<file path="src/rtl/fir_tap_seq.sv">
// fir_tap_seq: per-sample tap sequencer for a regfile-backed FIR.
// Each accepted sample is written into a circular history buffer and then
// the NTAPS most recent samples x[n-k] are read back and streamed to the MAC
// with their tap index. Taps older than the samples seen since reset/clr
// are presented as zero so the first outputs start from a clean history.
// The buffer wraps on DEPTH entries. DEPTH is expected to equal 2**ADDR_W.
//
// Frame timing (E0 = acceptance edge):
//   E0          : write issued (rf_wen for one cycle)
//   E1..E(N)    : reads issued for k = 0..N-1, one per cycle
//   E2..E(N+1)  : m_valid with tap k, one cycle after its read
// The final read is issued on the same edge that returns the sequencer to
// IDLE, so s_ready is already high while that read is in flight and the
// next sample can be taken at E(N+1). Throughput is one sample per N+1
// cycles, and s_ready and busy are never high together.
module fir_tap_seq #(
  parameter int DEPTH  = 64,
  parameter int ADDR_W = 6,
  parameter int WIDTH  = 16,
  parameter int NTAPS  = 32
) (
  input  logic                     clk2,
  input  logic                     rstn,
  input  logic                     clr,
  input  logic                     s_valid,
  output logic                     s_ready,
  input  logic signed [WIDTH-1:0]  s_data,
  output logic                     rf_wen,
  output logic [ADDR_W-1:0]        rf_waddr,
  output logic signed [WIDTH-1:0]  rf_din,
  output logic                     rf_ren,
  output logic [ADDR_W-1:0]        rf_raddr,
  input  logic signed [WIDTH-1:0]  rf_dout,
  output logic                     m_valid,
  output logic signed [WIDTH-1:0]  m_data,
  output logic [ADDR_W-1:0]        m_tap,
  output logic                     m_first,
  output logic                     m_last,
  output logic                     busy
);

  typedef enum logic [1:0] {IDLE, WRITE, READ} state_t;

  localparam logic [ADDR_W-1:0] LAST_TAP  = ADDR_W'(NTAPS - 1);
  localparam logic [ADDR_W-1:0] LAST_ADDR = ADDR_W'(DEPTH - 1);
  localparam logic [ADDR_W:0]   FILL_MAX  = (ADDR_W+1)'(NTAPS);
  localparam logic [ADDR_W:0]   DEPTH_EXT = (ADDR_W+1)'(DEPTH);

  state_t              state;
  logic [ADDR_W-1:0]   wptr;
  logic [ADDR_W:0]     fill;       // samples held before the current one
  logic [ADDR_W:0]     fill_now;   // samples held including the current one
  logic [ADDR_W-1:0]   tap_p0;     // tap index of the read in flight
  logic                first_p0;
  logic                last_p0;
  logic                keep_p0;    // read in flight carries real history
  logic                keep_p1;    // m_data passes rf_dout, else forced to 0
  logic [ADDR_W-1:0]   issue_k;
  logic                issue_last;

  // Saturating history count: one more sample, capped at the tap count.
  function automatic logic [ADDR_W:0] fill_sat(input logic [ADDR_W:0] f);
    if (f >= FILL_MAX) return FILL_MAX;
    return f + (ADDR_W+1)'(1);
  endfunction

  // Circular address (base - k) modulo DEPTH.
  function automatic logic [ADDR_W-1:0] wrap_sub(input logic [ADDR_W-1:0] base,
                                                 input logic [ADDR_W-1:0] k);
    logic [ADDR_W:0] t;
    if (base >= k) return base - k;
    t = {1'b0, base} + DEPTH_EXT - {1'b0, k};
    return t[ADDR_W-1:0];
  endfunction

  // Circular address base + 1 modulo DEPTH.
  function automatic logic [ADDR_W-1:0] wrap_inc(input logic [ADDR_W-1:0] base);
    if (base == LAST_ADDR) return '0;
    return base + ADDR_W'(1);
  endfunction

  // Tap index to be issued on the coming edge while in WRITE or READ.
  always_comb begin
    issue_k    = (state == WRITE) ? '0 : tap_p0 + ADDR_W'(1);
    issue_last = (issue_k == LAST_TAP);
  end

  // Sequencer, read-issue stage (_p0) and MAC output stage (_p1).
  always_ff @(posedge clk2 or negedge rstn) begin
    if (!rstn) begin
      state    <= IDLE;
      wptr     <= '0;
      fill     <= '0;
      fill_now <= '0;
      s_ready  <= 1'b0;
      rf_wen   <= 1'b0;
      rf_waddr <= '0;
      rf_din   <= '0;
      rf_ren   <= 1'b0;
      rf_raddr <= '0;
      tap_p0   <= '0;
      first_p0 <= 1'b0;
      last_p0  <= 1'b0;
      keep_p0  <= 1'b0;
      m_valid  <= 1'b0;
      m_tap    <= '0;
      m_first  <= 1'b0;
      m_last   <= 1'b0;
      keep_p1  <= 1'b0;
    end else if (clr) begin
      state   <= IDLE;
      wptr    <= '0;
      fill    <= '0;
      s_ready <= 1'b1;
      rf_wen  <= 1'b0;
      rf_ren  <= 1'b0;
      m_valid <= 1'b0;
      keep_p1 <= 1'b0;
    end else begin
      // --- stage p1: regfile data for the read issued last cycle is due now
      m_valid <= rf_ren;
      m_tap   <= tap_p0;
      m_first <= first_p0;
      m_last  <= last_p0;
      keep_p1 <= rf_ren & keep_p0;

      // --- stage p0: sequencer issues writes and reads
      rf_wen <= 1'b0;
      rf_ren <= 1'b0;
      case (state)
        IDLE: begin
          if (s_valid && s_ready) begin
            state    <= WRITE;
            s_ready  <= 1'b0;
            rf_wen   <= 1'b1;
            rf_waddr <= wptr;
            rf_din   <= s_data;
            fill_now <= fill_sat(fill);
          end else begin
            s_ready <= 1'b1;
          end
        end
        WRITE, READ: begin
          rf_ren   <= 1'b1;
          rf_raddr <= wrap_sub(wptr, issue_k);
          tap_p0   <= issue_k;
          first_p0 <= (issue_k == '0);
          last_p0  <= issue_last;
          keep_p0  <= ({1'b0, issue_k} < fill_now);
          if (issue_last) begin
            state   <= IDLE;
            s_ready <= 1'b1;
            wptr    <= wrap_inc(wptr);
            fill    <= fill_now;
          end else begin
            state <= READ;
          end
        end
        default: state <= IDLE;
      endcase
    end
  end

  assign busy   = (state != IDLE);
  assign m_data = keep_p1 ? rf_dout : '0;

endmodule

</file>
<file path="config.mk">
export PLATFORM = sky130hd
export DESIGN_NAME = fir_tap_seq
export DESIGN_NICKNAME = d
export VERILOG_FILES = /design/src/rtl/fir_tap_seq.sv
export SDC_FILE = /design/constraint.sdc
export NUM_CORES = 1
export LEC_CHECK = 0
export ABC_AREA = 1
export BUFFER_PORTS_ARGS = -buffer_cell sky130_fd_sc_hd__buf_2
export CORE_MARGIN = 2
export CORE_UTILIZATION = 54
export DETAILED_ROUTE_END_ITERATION = 8
export GPL_TIMING_DRIVEN = 0
export PLACE_DENSITY = 0.81
export SLEW_MARGIN = 20
export SYNTH_ARGS = -nofsm -noshare
export SYNTH_HDL_FRONTEND = slang
export SYNTH_SLANG_ARGS = --single-unit
</file>
<file path="constraint.sdc">
create_clock -name clk2 -period 3.8 [get_ports clk2]
set_input_delay 0.57 -clock clk2 [delete_from_list [all_inputs] [get_ports clk2]]
set_output_delay 0.57 -clock clk2 [all_outputs]
set_load 0.01 [all_outputs]
</file>
; ---- Word level (Yosys, flattened, before mapping)
; Index checks and enable logic that the tools add are counted.
[totals]
register_bits = 72
in_bits = 36
output_inout_bits = 57
elab_cells = 88
[op_classes]
add_sub_neg = 6
order_cmp = 3
eq_ne = 6
mux = 40
bitwise_logic = 2
reduce_logical = 12
[op_table]
columns = op, count
row1 = 6-bit two-way mux, 8
row2 = 7-bit two-way mux, 5
row3 = 1-bit two-way mux, 21
row4 = 6-bit by 1-bit adder with 6-bit output (second input constant), 3
row5 = 16-bit two-way mux, 1
row6 = 6-bit subtractor, 2
row7 = 7-bit by 1-bit adder with 7-bit output (second input constant), 1
row8 = 7-bit by 6-bit greater-or-equal comparator with 1-bit output (second input constant), 1
row9 = 6-bit by 7-bit less-than comparator with 1-bit output, 1
row10 = 6-bit by 5-bit equality test with 1-bit output (second input constant), 1
row11 = 6-bit equality test (second input constant), 1
row12 = 6-bit greater-or-equal comparator, 1
row13 = 6-bit logical NOT, 1
row14 = 2-bit two-way mux, 3
row15 = 3-bit != test (second input constant), 2
row16 = 2-bit AND reduction, 3
row17 = 2-bit nonzero test, 3
row18 = 2-bit one-hot mux with 2 select lines, 1
row19 = 3-bit AND reduction, 1
row20 = 3-bit nonzero test, 1
row21 = 2-bit by 1-bit equality test with 1-bit output (second input constant), 1
row22 = 2-bit equality test (second input constant), 1
row23 = 2-bit logical NOT, 1
row24 = 1-bit one-hot mux with 2 select lines, 1
row25 = other kinds (4), 4

; ---- Longest topological paths before layout
[depth]
depth_word = 10
depth_mapped = 15
mapped_depth_nobuf = 15

; ---- Worst setup path after synthesis
; Ideal clock, no wire load.
[synth_timing]
path_kind = register to register
startpoint = reg state[0]
endpoint = reg rf_raddr[3]
setup_ns = 0.082
arrival_time_ns = 1.852
required_ns = 3.718
path_slack_ns = 1.866
stages_incl_launch_ff = 12
n_path_buf = 0
synth_period_minus_slack_ns = 1.934
cell_sequence = dfrtp_1 ha_1 inv_2 nand2_1 nor2_4 inv_1 ha_1 nand2_1 nand2_1 a31oi_1 or2_2 a31oi_1
[synth_via]
elab_chain_len = 7
word_cells_on_any_way = 13
classes_between = add/sub (2) / order compare (1) / eq/ne (2) / mux (6) / reduce/logical (2)
[synth_rtl]
columns = element, line_no
row1 = from (decl), 49  ; state_t state;
row2 = from (signal assigned), 91  ; state <= IDLE;
row3 = from (signal assigned), 111  ; state <= IDLE;
row4 = from (signal assigned), 133  ; state <= WRITE;
row5 = 2-bit by 1-bit equality test with 1-bit output *, 84  ; issue_k = (state == WRITE) ? '0 : tap_p0 + ADDR_W'(1);
row6 = 6-bit two-way mux *, 84
row7 = via issue_k[2], 58  ; logic [ADDR_W-1:0] issue_k;
row8 = 6-bit greater-or-equal comparator, 71  ; if (base >= k) return base - k;
row9 = 1-bit two-way mux, 71
row10 = 1-bit two-way mux, 130  ; case (state)
row11 = 1-bit two-way mux, 110  ; end else if (clr) begin
row12 = 6-bit two-way mux *, 72  ; t = {1'b0, base} + DEPTH_EXT - {1'b0, k};
row13 = to (signal assigned), 145  ; rf_raddr <= wrap_sub(wptr, issue_k);
row14 = to (decl), 32  ; output logic [ADDR_W-1:0] rf_raddr,
; The timed path passes the listed nets; every way through them passes the cells marked *. The select of a mux whose other input is x is not followed.
; A chain may end at the register's enable or synchronous reset.

; ---- Final worst setup path
[layout_timing]
startpoint = reg state[1]
endpoint = reg rf_raddr[4]
; The elaborated chain is that of the path after synthesis.

==> flow_metrics.py <==
metrics = {
    "run_status": {
        "status": "finished, final reports clean",
    },
    "worst_setup_path": {
        "r2r-end": "rf_raddr[4]",
        "crit_path_start": "state[1]",
        "slowest_delay_ps": 380,
        "reg2reg_slack_ps": 1610,
        "reg2reg_from": "state[1]",
        "path_common_cell": "inv_1",
        "crit_slowest_cell": "dfrtp_1",
        "path_cells": "inv_1, ha_1, inv_2, nand2_1, inv_1, ha_1, fa_1, inv_1, nand3_1, nand2_1, xnor2_1, o21ai_0",
        "reg2reg_depth": 12,
        "critical_path_required_ps": 4030,
        "worst_setup_path_end_kind": "register",
        "startpoint_type": "register",
        "cp_max_fo": 6,
        "worstSetupPathType": "register to register",
        "endpoint": "rf_raddr[4]",
        "critPathArrivalTime_ps": 2420,
    },
    "layout": {
        "final_nets": 604,
        "areaGrowthSynthToFinish_pct": 22.3,
        "drive_above_1_share": 0.235,
        "fill_cells": 500,
        "diodes": 0,
        "seq_area_um2": 1800,
        "multiInputGateArea_um2": 1490,
    },
    "sta": {
        "slew_violations": 0,
        "final-setup-viol-count": 0,
        "period_minus_slack_ps": 2190,
        "fin_crit_sh": 0.575,
        "skew_ps": 8.18,
        "fmaxAchievable_ghz": 0.458,
        "hold_violations": 0,
        "tns_ps": 0,
        "worstMarginPinSlew_ps": 556,
        "slew_headroom": 0.630,
        "rsz0062_at_grt": "false",
    },
    "yosys": {
        "synth-seq-area-share": 0.501,
        "synth-xor-area-share": 0.00730,
        "yosys.area_share.simple": 0.278,
        "synth_ff_type": "dfrtp_1",
        "syn_nets": 501,
        "synthesis.instances": 446,
        "synth_top_cell_area_share": 0.501,
        "async_reset_ff_frac": 1.00,
        "synth_compound_area_frac": 0.0615,
        "synth_seq_cells": 72,
        "synth.cell_area_um2": 3600,
        "ys_types": 30,
        "synth_edf_count": 0,
        "yosys_warnings": 0,
        "netlist.top_cell.by_area": "dfrtp_1",
        "synth_top_family_by_area": "simple AND/OR/NAND/NOR gates",
        "synth_area_leaders": "dfrtp_1, nand2_1, ha_1, inv_1, nand3_1",
        "muxShareOfSynthArea": 0,
        "synth_common_cells": "nand2_1, dfrtp_1, inv_1",
        "synth.most_common_cell": "nand2_1",
        "avgSynthCellArea_um2": 8.07,
        "synth_adder_area_share": 0.0682,
    },
    "clocking": {
        "cts_tree": "yes",
        "insertion_delay_ps": 360,
        "cts.clk_slew.worst_paths_ps": 80,
        "root_buffer": "clkbuf_8",
        "postCtsSetupBuffers": 0,
        "numCtsBuffers": 9,
        "clock_sinks": 72,
        "cts_hold_buf": 0,
        "clockBufferDepth": 2,
        "cts_resized": 0,
        "htreeDepth": 3,
    },
    "pwr": {
        "leakage_nw": 2.60,
        "sw_frac_of_total": 0.398,
        "vdd_ir_drop_max_mv": 0.428,
        "clkPwrFrac": 0.227,
        "p_switching_w": 0.00118,
        "cellInternalPower_w": 0.00178,
        "seqPwrFrac": 0.373,
        "combPwrFrac": 0.400,
        "power_density_nw_per_um2": 674,
        "fin_total_pwr_w": 0.00296,
    },
    "detailed_routing": {
        "detail_route.first_pass.iterations": 4,
        "wl_um": 8360,
        "initialDrtViolationCount": 170,
        "vias": 3215,
        "wire_per_inst_um": 13.2,
        "ant_nets": 0,
        "viasPerCell": 5.10,
        "post-route-drc-count": 0,
    },
    "hold_path": {
        "hold_class": "primary input to asynchronous set/reset pin",
    },
    "floorplanning": {
        "rows": 29,
        "fp.coreArea_um2": 6390,
        "io_pins": 93,
        "initial_core_util": 0.563,
        "dieWidth_um": 85.6,
        "die_area_um2": 7330,
        "die_y_um": 85.6,
    },
    "placed_design": {
        "portBuffers": 91,
        "place.gp.congestion": 0.830,
        "place_hpwl_um": 6150,
    },
    "global_routing": {
        "antenna_found_initial": 0,
        "overflow": 0,
        "grt_pass1_wl_um": 13900,
        "grt_max_degree": 53,
        "gr-usage-all-layers": 0.245,
        "grt_pass1_vias": 3001,
    },
    "run": {
        "drv_cap": 0,
    },
}
[final cells by class]
| type | count | area share |
|---|---|---|
| sequential | 72 | 0.410 |
| multi-input combinational | 297 | 0.339 |
| timing repair buffer | 92 | 0.110 |
| inverter | 62 | 0.0529 |
| clock buffer | 9 | 0.0282 |
| tap | 77 | 0.0219 |
| clock inverter | 7 | 0.0216 |
| buffer | 15 | 0.0162 |
[critical path, delay by kind of cell (launching register included)]
family / cells / cell delay, ps
adder cells (fa/ha/maj): 3 / 770
flip-flops: 1 / 380
buffers and inverters: 4 / 380
AND/OR/NAND/NOR: 3 / 330
XOR/XNOR: 1 / 110
AO/OA/AOI/OAI: 1 / 80
[power groups by stage]
stage / clock network, W / registers [W] / logic, W
final: 0.000673 / 0.00111 / 0.00118
after global routing: 0.000717 / 0.00113 / 0.00135
after CTS: 0.000683 / 0.00111 / 0.00118
after detailed placement: 0 / 0.00111 / 0.00118
after global placement: 0 / 0.00111 / 0.00112
after floorplan: 0 / 0.00117 / 0.000708
[per-stage QoR]
stage | hold slack, ps | area, um2 | instances | util | worst slack (ps)
6_report | 89.0 | 4400 | 631 | 0.689 | 1610
5_1_grt | 106 | 4400 | 631 | 0.689 | 1420
4_1_cts | 91.4 | 4400 | 631 | 0.689 | 1600
3_5_place_dp | 461 | 4180 | 615 | 0.655 | 1620
3_3_place_gp | 454 | 4150 | 614 | 0.650 | 1680
2_1_floorplan | 274 | 3600 | 446 | - | 1870
[state kept, by name, indices dropped and copies added (netlist names), 2 cells and up]
register	count
rf_din	16
fill	7
fill_now	7
m_tap	6
rf_raddr	6
rf_waddr	6
tap_p0	6
wptr	6
state	2
[metal layers]
metal  global-route usage  share of wire
met5                    0              0
met2                0.408           0.47
met3               0.0395          0.085
met1                0.315           0.43
met4                0.111          0.013
[cell families after synthesis]
| kind of cell | after synthesis |
|---|---|
| compound gates | 42 |
| xor+xnor | 3 |
| fa+ha+maj | 19 |
| buf+inv | 77 |
| flops | 72 |
| simple gates | 233 |
[worst min path at each step]
| stage | start | to | depth (start not counted) |
|---|---|---|---|
| 3_3_place_gp | fill_now[1] | fill[1] | 2 |
| 2_1_floorplan | rstn | fill[0] | 0 |
| 6_report | rstn | m_tap[1] | 1 |
| 5_1_grt | rstn | m_tap[1] | 1 |
| 4_1_cts | rstn | m_tap[1] | 1 |
| 3_5_place_dp | rf_din[11] | rf_din[11] | 2 |
[cell usage in the layout (no fill, tap or decap), drive strengths merged, types with 3 or more instances in the layout]
cell    synthesis  layout
a21oi           8       8
buf             6      98
clkbuf          9      18
clkinv          0       3
dfrtp          72      72
ha             18      18
inv            62      63
nand2         163     163
nand3          38      38
nand4           5       5
nor2           23      23
o21ai          27      27
o22ai           3       3
or2             3       3
Power figures use the tool's default switching activity.
